File: config.mk
export PLATFORM = sky130hd
export DESIGN_NAME = acc_result_collector
export DESIGN_NICKNAME = d
export VERILOG_FILES = /design/src/rtl/acc_result_collector.sv
export SDC_FILE = /design/constraint.sdc
export NUM_CORES = 1
export LEC_CHECK = 0
export CAP_MARGIN = 15
export CORE_MARGIN = 1.5
export CORE_UTILIZATION = 44
export DETAILED_ROUTE_END_ITERATION = 12
export GPL_TIMING_DRIVEN = 0
export PLACE_DENSITY_LB_ADDON = 0.25
export SYNTH_ARGS = -nofsm -noshare
export SYNTH_HDL_FRONTEND = slang
export SYNTH_SLANG_ARGS = --single-unit
File: constraint.sdc
create_clock -name clk -period 3.4 [get_ports clk]
set_input_delay 0.51 -clock clk [delete_from_list [all_inputs] [get_ports clk]]
set_output_delay 0.51 -clock clk [all_outputs]
set_load 0.005 [all_outputs]
File: src/rtl/acc_result_collector.sv
// Collects accumulator results into a first-word-fall-through FIFO tagged with a
// neuron index, and tracks the per-frame argmax plus sticky protocol/overflow flags.
module acc_result_collector #(
    parameter int unsigned DATA_W      = 16,
    parameter int unsigned DEPTH       = 4,
    parameter int unsigned NUM_NEURONS = 10
) (
    input  logic                         clk,
    input  logic                         reset,
    input  logic                         acc_sel,
    input  logic                         acc_en,
    input  logic [DATA_W-1:0]            acc_data,
    output logic                         out_valid,
    input  logic                         out_ready,
    output logic [DATA_W-1:0]            out_data,
    output logic [3:0]                   out_idx,
    output logic                         out_last,
    output logic [$clog2(DEPTH+1)-1:0]   count,
    output logic                         full,
    output logic                         empty,
    output logic [3:0]                   best_idx,
    output logic                         best_valid,
    output logic                         overflow,
    output logic                         proto_err,
    input  logic                         clr_err
);

    localparam int unsigned PTR_W = $clog2(DEPTH);
    localparam int unsigned CNT_W = $clog2(DEPTH + 1);
    localparam int unsigned IDX_W = 4;
    localparam logic [IDX_W-1:0] LAST_IDX = IDX_W'(NUM_NEURONS - 1);

    logic [DATA_W-1:0]        data_mem [DEPTH];
    logic [IDX_W-1:0]         idx_mem  [DEPTH];

    logic [PTR_W-1:0]         rd_ptr_q, rd_ptr_d;
    logic [PTR_W-1:0]         wr_ptr_q, wr_ptr_d;
    logic [CNT_W-1:0]         count_q, count_d;
    logic                     full_q, full_d;
    logic                     empty_q, empty_d;
    logic [IDX_W-1:0]         wr_idx_q, wr_idx_d;
    logic                     arm_q, arm_d;
    logic signed [DATA_W-1:0] best_val_q, best_val_d;
    logic [IDX_W-1:0]         best_cand_q, best_cand_d;
    logic [IDX_W-1:0]         best_idx_q, best_idx_d;
    logic                     best_valid_q, best_valid_d;
    logic                     overflow_q, overflow_d;
    logic                     proto_err_q, proto_err_d;

    logic                     pop_c;
    logic                     push_c;
    logic                     take_c;

    // FIFO pointers, occupancy and frame index bookkeeping
    always_comb begin
        rd_ptr_d = rd_ptr_q;
        wr_ptr_d = wr_ptr_q;
        count_d  = count_q;
        wr_idx_d = wr_idx_q;

        pop_c  = out_ready && !empty_q;
        push_c = acc_en && (!full_q || pop_c);

        if (push_c) begin
            wr_ptr_d = wr_ptr_q + PTR_W'(1);
            wr_idx_d = (wr_idx_q == LAST_IDX) ? '0 : wr_idx_q + IDX_W'(1);
        end
        if (pop_c) begin
            rd_ptr_d = rd_ptr_q + PTR_W'(1);
        end

        case ({push_c, pop_c})
            2'b10:   count_d = count_q + CNT_W'(1);
            2'b01:   count_d = count_q - CNT_W'(1);
            default: count_d = count_q;
        endcase

        full_d  = (count_d == CNT_W'(DEPTH));
        empty_d = (count_d == '0);
    end

    // Running argmax within the frame; winner published when the last neuron lands
    always_comb begin
        best_val_d   = best_val_q;
        best_cand_d  = best_cand_q;
        best_idx_d   = best_idx_q;
        best_valid_d = 1'b0;

        take_c = (wr_idx_q == '0) || ($signed(acc_data) > best_val_q);

        if (push_c) begin
            if (take_c) begin
                best_val_d  = $signed(acc_data);
                best_cand_d = wr_idx_q;
            end
            if (wr_idx_q == LAST_IDX) begin
                best_idx_d   = take_c ? wr_idx_q : best_cand_q;
                best_valid_d = 1'b1;
            end
        end
    end

    // Group-start arming and sticky error flags; a same-cycle set beats clr_err
    always_comb begin
        arm_d       = arm_q;
        overflow_d  = overflow_q;
        proto_err_d = proto_err_q;

        if (acc_en) begin
            arm_d = 1'b0;
        end else if (acc_sel) begin
            arm_d = 1'b1;
        end

        if (acc_en && full_q && !pop_c) begin
            overflow_d = 1'b1;
        end else if (clr_err) begin
            overflow_d = 1'b0;
        end

        if (acc_en && !arm_q && !acc_sel) begin
            proto_err_d = 1'b1;
        end else if (clr_err) begin
            proto_err_d = 1'b0;
        end
    end

    // Control state registers
    always_ff @(posedge clk or negedge reset) begin
        if (!reset) begin
            rd_ptr_q     <= '0;
            wr_ptr_q     <= '0;
            count_q      <= '0;
            full_q       <= 1'b0;
            empty_q      <= 1'b1;
            wr_idx_q     <= '0;
            arm_q        <= 1'b0;
            best_val_q   <= '0;
            best_cand_q  <= '0;
            best_idx_q   <= '0;
            best_valid_q <= 1'b0;
            overflow_q   <= 1'b0;
            proto_err_q  <= 1'b0;
        end else begin
            rd_ptr_q     <= rd_ptr_d;
            wr_ptr_q     <= wr_ptr_d;
            count_q      <= count_d;
            full_q       <= full_d;
            empty_q      <= empty_d;
            wr_idx_q     <= wr_idx_d;
            arm_q        <= arm_d;
            best_val_q   <= best_val_d;
            best_cand_q  <= best_cand_d;
            best_idx_q   <= best_idx_d;
            best_valid_q <= best_valid_d;
            overflow_q   <= overflow_d;
            proto_err_q  <= proto_err_d;
        end
    end

    // FIFO storage; contents are only visible through the empty-gated read mux
    always_ff @(posedge clk) begin
        if (push_c) begin
            data_mem[wr_ptr_q] <= acc_data;
            idx_mem[wr_ptr_q]  <= wr_idx_q;
        end
    end

    assign out_valid  = !empty_q;
    assign out_data   = empty_q ? '0 : data_mem[rd_ptr_q];
    assign out_idx    = empty_q ? '0 : idx_mem[rd_ptr_q];
    assign out_last   = (out_idx == LAST_IDX);
    assign count      = count_q;
    assign full       = full_q;
    assign empty      = empty_q;
    assign best_idx   = best_idx_q;
    assign best_valid = best_valid_q;
    assign overflow   = overflow_q;
    assign proto_err  = proto_err_q;

endmodule

==> out/qor.yml <==
outcome:
  outcome: "finished, final reports clean"
setup_path:
  reg2reg_from: "empty"
  end_kind: "output pin"
  crit_fanout: 10
  reg2reg_depth: 11
  cp_slowest_cell: "clkbuf_1"
  crit_chain: "buf_2 -> clkbuf_1 -> mux4_2 -> and2_1 -> clkdlybuf4s50_1"
  r2r-end: "full"
  cpPeakStageDelay_ns: 0.59
  cp.arrival_ns: 2.75
  cp_top_family: "buffers and inverters"
  critical_path_class: "reg -> out"
  critical_path_buf_inv_count: 3
  cp_data_required_time_ns: 2.89
  regToRegSetupSlack_ns: 0.24
  crit_path_start_kind: "flip-flop"
yosys:
  synth_ff_type: "edfxtp_1"
  synthDistinctLibCells: 43
  synth_seq_area_share: 0.6477
  async_flop_share: 0.3388
  synth_cells: 368
  syn_area_sq_um: 5295
  yosys_warnings: 0
  synth_edf_count: 80
  syn_avg_cell_area_sq_um: 14.39
  synth_top_area_frac: 0.4537
  ys_ff_latch: 121
  synth_top_cell_by_area: "edfxtp_1"
  synth_area_leaders: "edfxtp_1, dfrtp_1, mux4_2"
  syn-num-nets: 412
place:
  place.gp.congestion: 0.8236
  dp.cells: 567
  numPortBuffers: 55
  dpl.hpwl_um: 7028
global_route:
  grt_max_degree: 28
  track_usage: 0.1850
  grt_pass1_vias: 3393
  antenna_found_initial: 0
  grt_overflow: 0
  grt_pass1_wl_um: 17290
pwr:
  power_frac_seq: 0.364
  vdd_drop_max_v: 0.0004218
  p_leak_nw: 2.623
  p_sw_mw: 1.863
  p_sw_frac: 0.3004
  pwr-share-clk: 0.282
  power_mw: 6.203
  p_int_mw: 4.340
  cellPowerDensity_nw_per_um2: 932.8
  power_frac_comb: 0.354
timing:
  slew_headroom: 0.2326
  period_needed_ns: 3.258
  fin_crit_sh: 0.9583
  worst_pin_slew_ns: 1.151
  rsz0062_at_grt: "no"
  fin_skew_ns: 0.01055
  max_freq_ghz: 0.3069
  finalHoldViolations: 0
  maxSlewViolCount: 0
  setup_viol: 0
floorplanning:
  fp-row-count: 39
  die_x_um: 112.7
  die_area_sq_um: 12700
  die_h_um: 112.7
  ios: 56
  start_util: 0.4579
  core_area_sq_um: 11560
clock_tree:
  post_cts.repair.setup_buffers: 0
  clkSinkCount: 121
  cts_made_buffers: 17
  cts_tree: "done"
  clk_root_buffer_cell: "clkbuf_16"
  cts_max_level: 4
  clk_latency_ns: 0.41
  cts-hold-fix-buffers: 0
  clock_path_buffers: 2
  clk_pin_slew_ns: 0.05
route:
  num_vias: 3182
  drc: 0
  first_iter_violations: 174
  ant_nets: 0
  wl_per_cell_um: 17.82
  viasPerCell: 5.303
  dr.pass1.iters: 4
  wl_um: 10690
cells_and_area:
  drive_gt1_frac: 0.1379
  nNetsFinal: 488
  fillCellCount: 913
  mostFrequentLayoutCells: "edfxtp_1, clkdlybuf4s50_1, inv_1"
  syn_to_final_growth_pct: 25.59
  utilization: 0.5750
  final_common_cell: "edfxtp_1"
  n_antenna_cell: 0
  stdcell_count: 600
min_path:
  hp-class: "in -> async"
flow_run:
  cap_viol_max_count: 0
## repair_timing
| item | 4_1_cts | 5_1_grt |
|---|---|---|
| pin swaps | 0 | 0 |
| resized for setup | 2 | 2 |
| setup endpoints to repair | 11 | 2 |
## state kept, by name, indices dropped and copies added (netlist names), 2 cells and up
signal and cells:
idx_mem 16, wr_idx_q 4, count 3, rd_ptr_q 2, best_cand_q 4, data_mem 64, wr_ptr_q 2, best_val_q 16
best_idx 4
## metal layers
metal  vias up  global-route usage  part of all wire
met5         -                   0                 0
met4         0             0.08017             0.028
met3        21             0.05785             0.040
met2        72              0.2955              0.48
met1      1591              0.2351              0.45
li1       1498                   -                 -
## cells in the mapped netlist (7+ instances only)
master     n
nand2_1   30
a21oi_1    7
dfrtp_1   40
and2_1    26
mux4_2    20
clkbuf_1   8
nor2_1    10
edfxtp_1  80
inv_1     45
ha_1      21
o32ai_1   16
## worst max-delay path by stage
| stage | from | to | slack (ns) | cells after the start |
|---|---|---|---|---|
| 2_1_floorplan | empty | full | 0.64 | 11 |
| 3_3_place_gp | out_ready | full | -0.27 | 12 |
| 3_5_place_dp | out_ready | full | -0.32 | 13 |
| 4_1_cts | rd_ptr_q[0] | out_data[10] | 0.10 | 4 |
| 5_1_grt | empty | full | 0.009 | 12 |
| 6_report | rd_ptr_q[1] | out_data[6] | 0.14 | 5 |
## cell families (layout without fill, tap and decap cells)
logic type / after synthesis / count (layout) / synth area share
adders and majority gates: 22 / 22 / 0.05340
AOI/OAI and AO/OA: 41 / 41 / 0.05577
buffers and inverters: 59 / 148 / 0.04419
and+or+nand+nor: 92 / 92 / 0.09074
DFF: 121 / 121 / 0.6477
muxes: 25 / 25 / 0.09499
xor gates and xnor gates: 8 / 8 / 0.01323
## worst reg2reg max path, stage by stage (launching register included)
cell and delay (ns):
dfstp_2 0.54, nand2b_1 0.19, a21boi_1 0.20, inv_1 0.11, clkbuf_1 0.41, buf_2 0.36, ha_1 0.24, inv_1 0.06
fa_1 0.46, o21ai_0 0.11, or2_2 0.32, nor2b_1 0.10
## power groups by stage
stage               Sequential [mW]  Clock (mW)  Combinational, mW
global placement               2.26           0               2.12
CTS                            2.26        1.77               2.21
global route                   2.31        1.84               2.43
finish                         2.26        1.75               2.20
floorplan                      2.22           0               1.34
detailed placement             2.28           0               2.19
## final cells by class
class	count	area, sq um	share of cell area
buffer	14	76.32	0.01148
clock buffer	23	489.2	0.07357
clock inverter	9	95.09	0.01430
inverter	45	168.9	0.02540
multi-input combinational	188	1632	0.2453
sequential	121	3430	0.5157
tap	143	178.9	0.02691
timing repair buffer	57	580.6	0.08730
## through the flow
stage	instance area, sq um	worst slack (ns)	hold slack [ns]	setup TNS (ns)
6_report	6650	0.1417	0.008172	0
5_1_grt	6650	0.008840	0.03127	0
3_3_place_gp	6025	-0.2668	0.4671	-0.6539
2_1_floorplan	5295	0.6371	0.2144	0
4_1_cts	6626	0.1040	0.01511	0
3_5_place_dp	6040	-0.3171	0.4532	-0.8180
No activity file was read; power rests on OpenSTA's default activity.
==> RTL change 1: new RTL, config.mk and constraints unchanged <==
Change the parameter `DATA_W` from 16 to 32.
--- a/src/rtl/acc_result_collector.sv
+++ b/src/rtl/acc_result_collector.sv
@@ -1,7 +1,7 @@
 // Collects accumulator results into a first-word-fall-through FIFO tagged with a
 // neuron index, and tracks the per-frame argmax plus sticky protocol/overflow flags.
 module acc_result_collector #(
-    parameter int unsigned DATA_W      = 16,
+    parameter int unsigned DATA_W      = 32,
     parameter int unsigned DEPTH       = 4,
     parameter int unsigned NUM_NEURONS = 10
 ) (
Interface: changed (resized acc_data and out_data); port bits go from 56 to 88. No check against the original RTL was run, so the function may have changed too.
==> RTL change 1 against the unedited design <==
  * Wire length rose by 61%
  * Die area up 63%
  * Combinational power is 72% higher
  * Setup slack better by 39 ps
  * Sequential cell count increased by 80
  * Clock power rose by 18%
  * Synthesized area is 65% higher
  * Power up 53%
  * Design area grew 60%
==> RTL change 1: results (changes against the unedited design) <==
| Metric | Value |
|---|---|
| Outcome | `finished, final reports clean (unchanged)` |
| Setup crit end | `out_last (was out_data[6])` |
| Skew final | `21.0 ps (was 10.6 ps)` |
| Synth top area cells | `edfxtp_1, dfrtp_1, mux4_2, ha_1, mux2_4 (was edfxtp_1, dfrtp_1, mux4_2, ha_1, inv_1)` |
| Post-synth EDFFs | `144 (was 80)` |
| Seq. pwr | `0.00365 W (was 0.00226 W)` |
| Vias in the first global route | `5079 (was 3393)` |
| Hold Slack | `64.4 ps (was 8.17 ps)` |
| Skew-Pair Late Insertion Delay | `500 ps (was 410 ps)` |
| Number of flip-flops under the largest register name | `128 (was 64)` |
| Worst slew pin tran | `719 ps (was 1150 ps)` |
| Worst reg2reg setup slack | `450 ps (was 240 ps)` |
| Async set-reset flop share out of synthesis | `0.284 (was 0.339)` |
| Layout cell share with drive strength beyond 1 | `0.191 (was 0.138)` |
| Fillers | `1551 (was 913)` |
| Critical path's slowest cell | `clkdlybuf4s50_1 (was clkbuf_1)` |
| Total Routing Usage GR | `0.173 (was 0.185)` |
| Crit path capture type | `output port (unchanged)` |
| Reg2Reg Launch Point | `empty (unchanged)` |
| Slowest cell delay on critical path | `550 ps (was 590 ps)` |
| CTS max path bufs | `3 (was 2)` |
| Leakage | `4.06 nW (was 2.62 nW)` |
| Yosys Warn Count | `0 (unchanged)` |
| Post-detail-place hpwl | `11.4 mm (was 7.03 mm)` |
| VDD IR max | `0.384 mV (was 0.422 mV)` |
| Comb group | `0.00378 W (was 0.00220 W)` |
| Final nets | `714 (was 488)` |
| Final wirelength | `17.2 mm (was 10.7 mm)` |
| Switch Pwr | `0.00286 W (was 0.00186 W)` |
| Internal power | `0.00665 W (was 0.00434 W)` |
| Net count after synthesis | `599 (was 412)` |
| Placer Congestion | `0.765 (was 0.824)` |
| I/O Buffers | `87 (was 55)` |
| RR Endpoint | `full (unchanged)` |
| Largest regs | `data_mem (128), best_val_q (32), idx_mem (16) (was data_mem (64), best_val_q (16), idx_mem (16))` |
| Reg2Reg Depth | `12 (was 11)` |
| Worst path top cell family by delay | `buffers and inverters (unchanged)` |
| Sequential area share after synthesis | `0.660 (was 0.648)` |
| Netlist cell types | `45 (was 43)` |
| Largest net degree at the start of global routing | `30 (was 28)` |
| Vias/cell | `5.16 (was 5.30)` |
| CTS Buf Count | `21 (was 17)` |
| DR iter-0 viols | `261 (was 174)` |
| First-pass GRT wire length | `27.2 mm (was 17.3 mm)` |
| List of most frequent post-synthesis cells | `edfxtp_1, dfrtp_1, inv_1 (was edfxtp_1, inv_1, dfrtp_1)` |
| Drt pass-1 iters | `7 (was 4)` |
| # H-tree levels | `1 (was 4)` |
| Postcts setup bufs | `0 (unchanged)` |
| Worst Path Arrival | `2710 ps (was 2750 ps)` |
==> RTL change 1: changes by cell type after synthesis, moves of 14 or more <==
cell / before / now
edfxtp_1: 80 / 144
mux4_2: 20 / 36
dfrtp_1: 40 / 56
nand2_1: 30 / 16
ha_1: 21 / 37
o32ai_1: 16 / 0
mux2_4: 0 / 28
==> RTL change 1: layout make-up <==
class / instances / area [sq um] / area share
flip-flops and latches: 201 / 5750 / 0.540
multi-input cells: 258 / 2710 / 0.254
repair buffers: 92 / 973 / 0.0914
clock buffers: 31 / 573 / 0.0538
well taps: 265 / 332 / 0.0311
inverters: 48 / 180 / 0.0169
plain buffers: 16 / 98.8 / 0.00928
clock inverters: 7 / 37.5 / 0.00352
==> RTL change 1: repair_timing <==
item,CTS,global route
resized for setup,3,6
pin swaps,0,0
gates cloned,0,0
endpoints found under the setup margin,29,28
==> RTL change 1: cells by family (layout without fill, tap and decap cells) <==
group,count (synthesis),in the layout,share of synthesized area
AO/OA/AOI/OAI,41,41,0.0303
XOR/XNOR,8,8,0.00804
adder cells (fa/ha/maj),38,38,0.0554
buffers and inverters,64,194,0.0307
flip-flops,201,201,0.660
multiplexers,70,70,0.149
AND/OR/NAND/NOR,101,101,0.0670
==> RTL change 1: through the flow <==
stage	instances	setup TNS [ps]	setup WS, ps	area, sq um
5_1_grt	918	0	14.8	10700
2_1_floorplan	523	0	791	8720
3_3_place_gp	875	-6210	-143	9920
4_1_cts	918	0	17.0	10600
3_5_place_dp	880	-4330	-170	10000
6_report	918	0	180	10700
==> RTL change 1: metal layers <==
metal,vias up,global-route usage,share of wire
li1,2182,-,-
met1,2404,0.238,0.44
met2,117,0.289,0.49
met3,30,0.0260,0.050
met4,0,0.0489,0.021
met5,-,0,0
==> RTL change 2: new RTL, config.mk and constraints unchanged <==
Made on the original files. Register the output `count` once more; this adds one clock of latency there. The other outputs are not delayed to match.
--- a/src/rtl/acc_result_collector.sv
+++ b/src/rtl/acc_result_collector.sv
@@ -170,7 +170,9 @@
     assign out_data   = empty_q ? '0 : data_mem[rd_ptr_q];
     assign out_idx    = empty_q ? '0 : idx_mem[rd_ptr_q];
     assign out_last   = (out_idx == LAST_IDX);
-    assign count      = count_q;
+    always_ff @(posedge clk) begin
+        count <= count_q;
+    end
     assign full       = full_q;
     assign empty      = empty_q;
     assign best_idx   = best_idx_q;
Function: changed (a bounded check fails within 4 cycles, from zero or initial values and one cycle with reset low).
==> RTL change 2 against the unedited design <==
  * Core utilization down 1.6 points
  * Sequential share of layout area up 0.66 points
  * Non-clock buffer count down 2
  * Global-route usage about the same
  * Register-to-register slack better by 100 ps
  * Synthesized area up 1.1%
  * Sequential cell count up 3
  * Power up 0.34%
  * Sequential power up 3%
  * Setup slack better by 66 ps
  * Critical path depth down 1
  * Wire length up 2.0%
  * Design area up 0.47%
  * Highest routed layer unchanged
==> RTL change 2: results (changes against the unedited design) <==
| Metric | Value |
|---|---|
| DP Area | `6110 sq um (was 6040 sq um)` |
| DRC Markers | `0 (unchanged)` |
| Async set-reset flop share out of synthesis | `0.331 (was 0.339)` |
| Largest net degree at the start of global routing | `22 (was 28)` |
| Hold Slack | `83.5 ps (was 8.17 ps)` |
| Sequential area share after synthesis | `0.652 (was 0.648)` |
| Reg2Reg Launch Point | `empty (unchanged)` |
| DR iter-0 viols | `151 (was 174)` |
| Hold crit path type | `input port to asynchronous set/reset pin (unchanged)` |
| Post-synth EDFFs | `80 (unchanged)` |
| Worst reg2reg setup slack | `340 ps (was 240 ps)` |
| Clock-pin slew on the worst setup and hold paths | `60 ps` |
| Final nets | `489 (was 488)` |
| Total Routing Usage GR | `0.185 (about the same)` |
| First-pass GRT wire length | `17.6 mm (was 17.3 mm)` |
| Initial antenna violation count | `0 (unchanged)` |
| Antenna Cells | `0 (unchanged)` |
| Max FO, Critical Path | `10 (unchanged)` |
| Net count after synthesis | `415 (was 412)` |
| Synth top area cells | `edfxtp_1, dfrtp_1, mux4_2, ha_1, inv_1 (unchanged)` |
| Synth Area in Adders | `0.0528 (was 0.0534)` |
| Internal power | `0.00432 W (was 0.00434 W)` |
| Vias/cell | `5.35 (was 5.30)` |
| Outcome | `finished, final reports clean (unchanged)` |
| Post-synthesis compound-gate area fraction | `0.0551 (was 0.0558)` |
| Skew final | `10.0 ps (was 10.6 ps)` |
| CTS Buf Count | `17 (unchanged)` |
| Critical path origin | `rd_ptr_q[0] (was rd_ptr_q[1])` |
| Reg2Reg Depth | `11 (unchanged)` |
| Worst path top cell family by delay | `buffers and inverters (unchanged)` |
| Relative slew slack | `0.225 (was 0.233)` |
| Drt pass-1 iters | `4 (unchanged)` |
| Leakage | `2.63 nW (was 2.62 nW)` |
| Critical path's slowest cell | `mux4_2 (was clkbuf_1)` |
| Placer Congestion | `0.808 (was 0.824)` |
| CTS root buffer | `clkbuf_16 (unchanged)` |
| Vias in the first global route | `3308 (was 3393)` |
| Xor and xnor area share after synthesis | `0.0131 (was 0.0132)` |
| Netlist cell types | `44 (was 43)` |
| Yosys Warn Count | `0 (unchanged)` |
| Skew-Pair Late Insertion Delay | `420 ps` |
| Worst Path Arrival | `2680 ps (was 2750 ps)` |
| Post-detail-place hpwl | `7.09 mm (was 7.03 mm)` |
| RR Endpoint | `full (unchanged)` |
| VDD IR max | `0.391 mV (was 0.422 mV)` |
| Mux cell area share after synthesis | `0.0939 (was 0.0950)` |
| I/O Buffers | `55 (unchanged)` |
| # H-tree levels | `4 (unchanged)` |
| Layout cell share with drive strength beyond 1 | `0.144 (was 0.138)` |
| CTS max path bufs | `2 (unchanged)` |
| Final wirelength | `10.9 mm (was 10.7 mm)` |
RTL change 2: through the flow:
| step | instances | power (W) | util | setup TNS, ps | worst slack (ps) |
|---|---|---|---|---|---|
| after detailed placement | 574 | 0.00454 | 0.511 | -1280 | -452 |
| after CTS | 606 | 0.00629 | 0.559 | 0 | 59.3 |
| final | 605 | 0.00622 | 0.559 | 0 | 208 |
| after floorplan | 371 | 0.00362 | - | 0 | 637 |
| after global placement | 573 | 0.00445 | 0.509 | -961 | -386 |
| after global routing | 605 | 0.00658 | 0.559 | 0 | 5.77 |
RTL change 2: repair_timing:
| action | in CTS | in global routing |
|---|---|---|
| endpoints found under the setup margin | 11 | 4 |
| pin swaps | 0 | 0 |
| gates resized for setup | 2 | 1 |
| endpoints found under the hold margin | 0 | 0 |
RTL change 2: cell families after synthesis:
group / after synthesis
adder cells (fa/ha/maj): 22
AND/OR/NAND/NOR: 92
XOR/XNOR: 8
multiplexers: 25
AO/OA/AOI/OAI: 41
flip-flops: 124
buffers and inverters: 59
RTL change 2: cell type report:
type	count	area, sq um
timing repair buffer	56	573
clock buffer	20	447
inverter	45	169
fill	925	5280
clock inverter	12	123
multi-input combinational	188	1630
buffer	13	65.1
tap	147	184
sequential	124	3490
RTL change 2: worst max-delay path by stage:
stage,cells past startpoint,endpoint
after detailed placement,13,full
final,4,out_last
after floorplan,11,full
after global routing,4,out_data[8]
after CTS,5,out_data[6]
after global placement,13,full
RTL change 2: routing by layer:
| metal | vias up | track usage | wire length (microns) |
|---|---|---|---|
| li1 | 1501 | - | - |
| met3 | 14 | 0.0439 | 501 |
| met2 | 86 | 0.297 | 5330 |
| met1 | 1636 | 0.246 | 4860 |
| met5 | - | 0 | 0 |
| met4 | 0 | 0.0767 | 206 |
RTL change 2: power by group through the flow:
stage / logic [W] / clock network, W / registers (W)
2_1_floorplan: 0.00134 / 0 / 0.00228
3_3_place_gp: 0.00214 / 0 / 0.00232
3_5_place_dp: 0.00220 / 0 / 0.00234
4_1_cts: 0.00221 / 0.00175 / 0.00232
5_1_grt: 0.00240 / 0.00181 / 0.00237
6_report: 0.00218 / 0.00173 / 0.00232
RTL change 2: worst reg2reg max path, delay by kind of cell, from the launching register on:
| kind | cells | cell delay (ps) |
|---|---|---|
| buffers and inverters | 3 | 760 |
| xor gates and xnor gates | 2 | 390 |
| DFF | 1 | 530 |
| adders and majority gates | 2 | 620 |
| AOI/OAI and AO/OA | 1 | 180 |
| and+or+nand+nor | 3 | 500 |
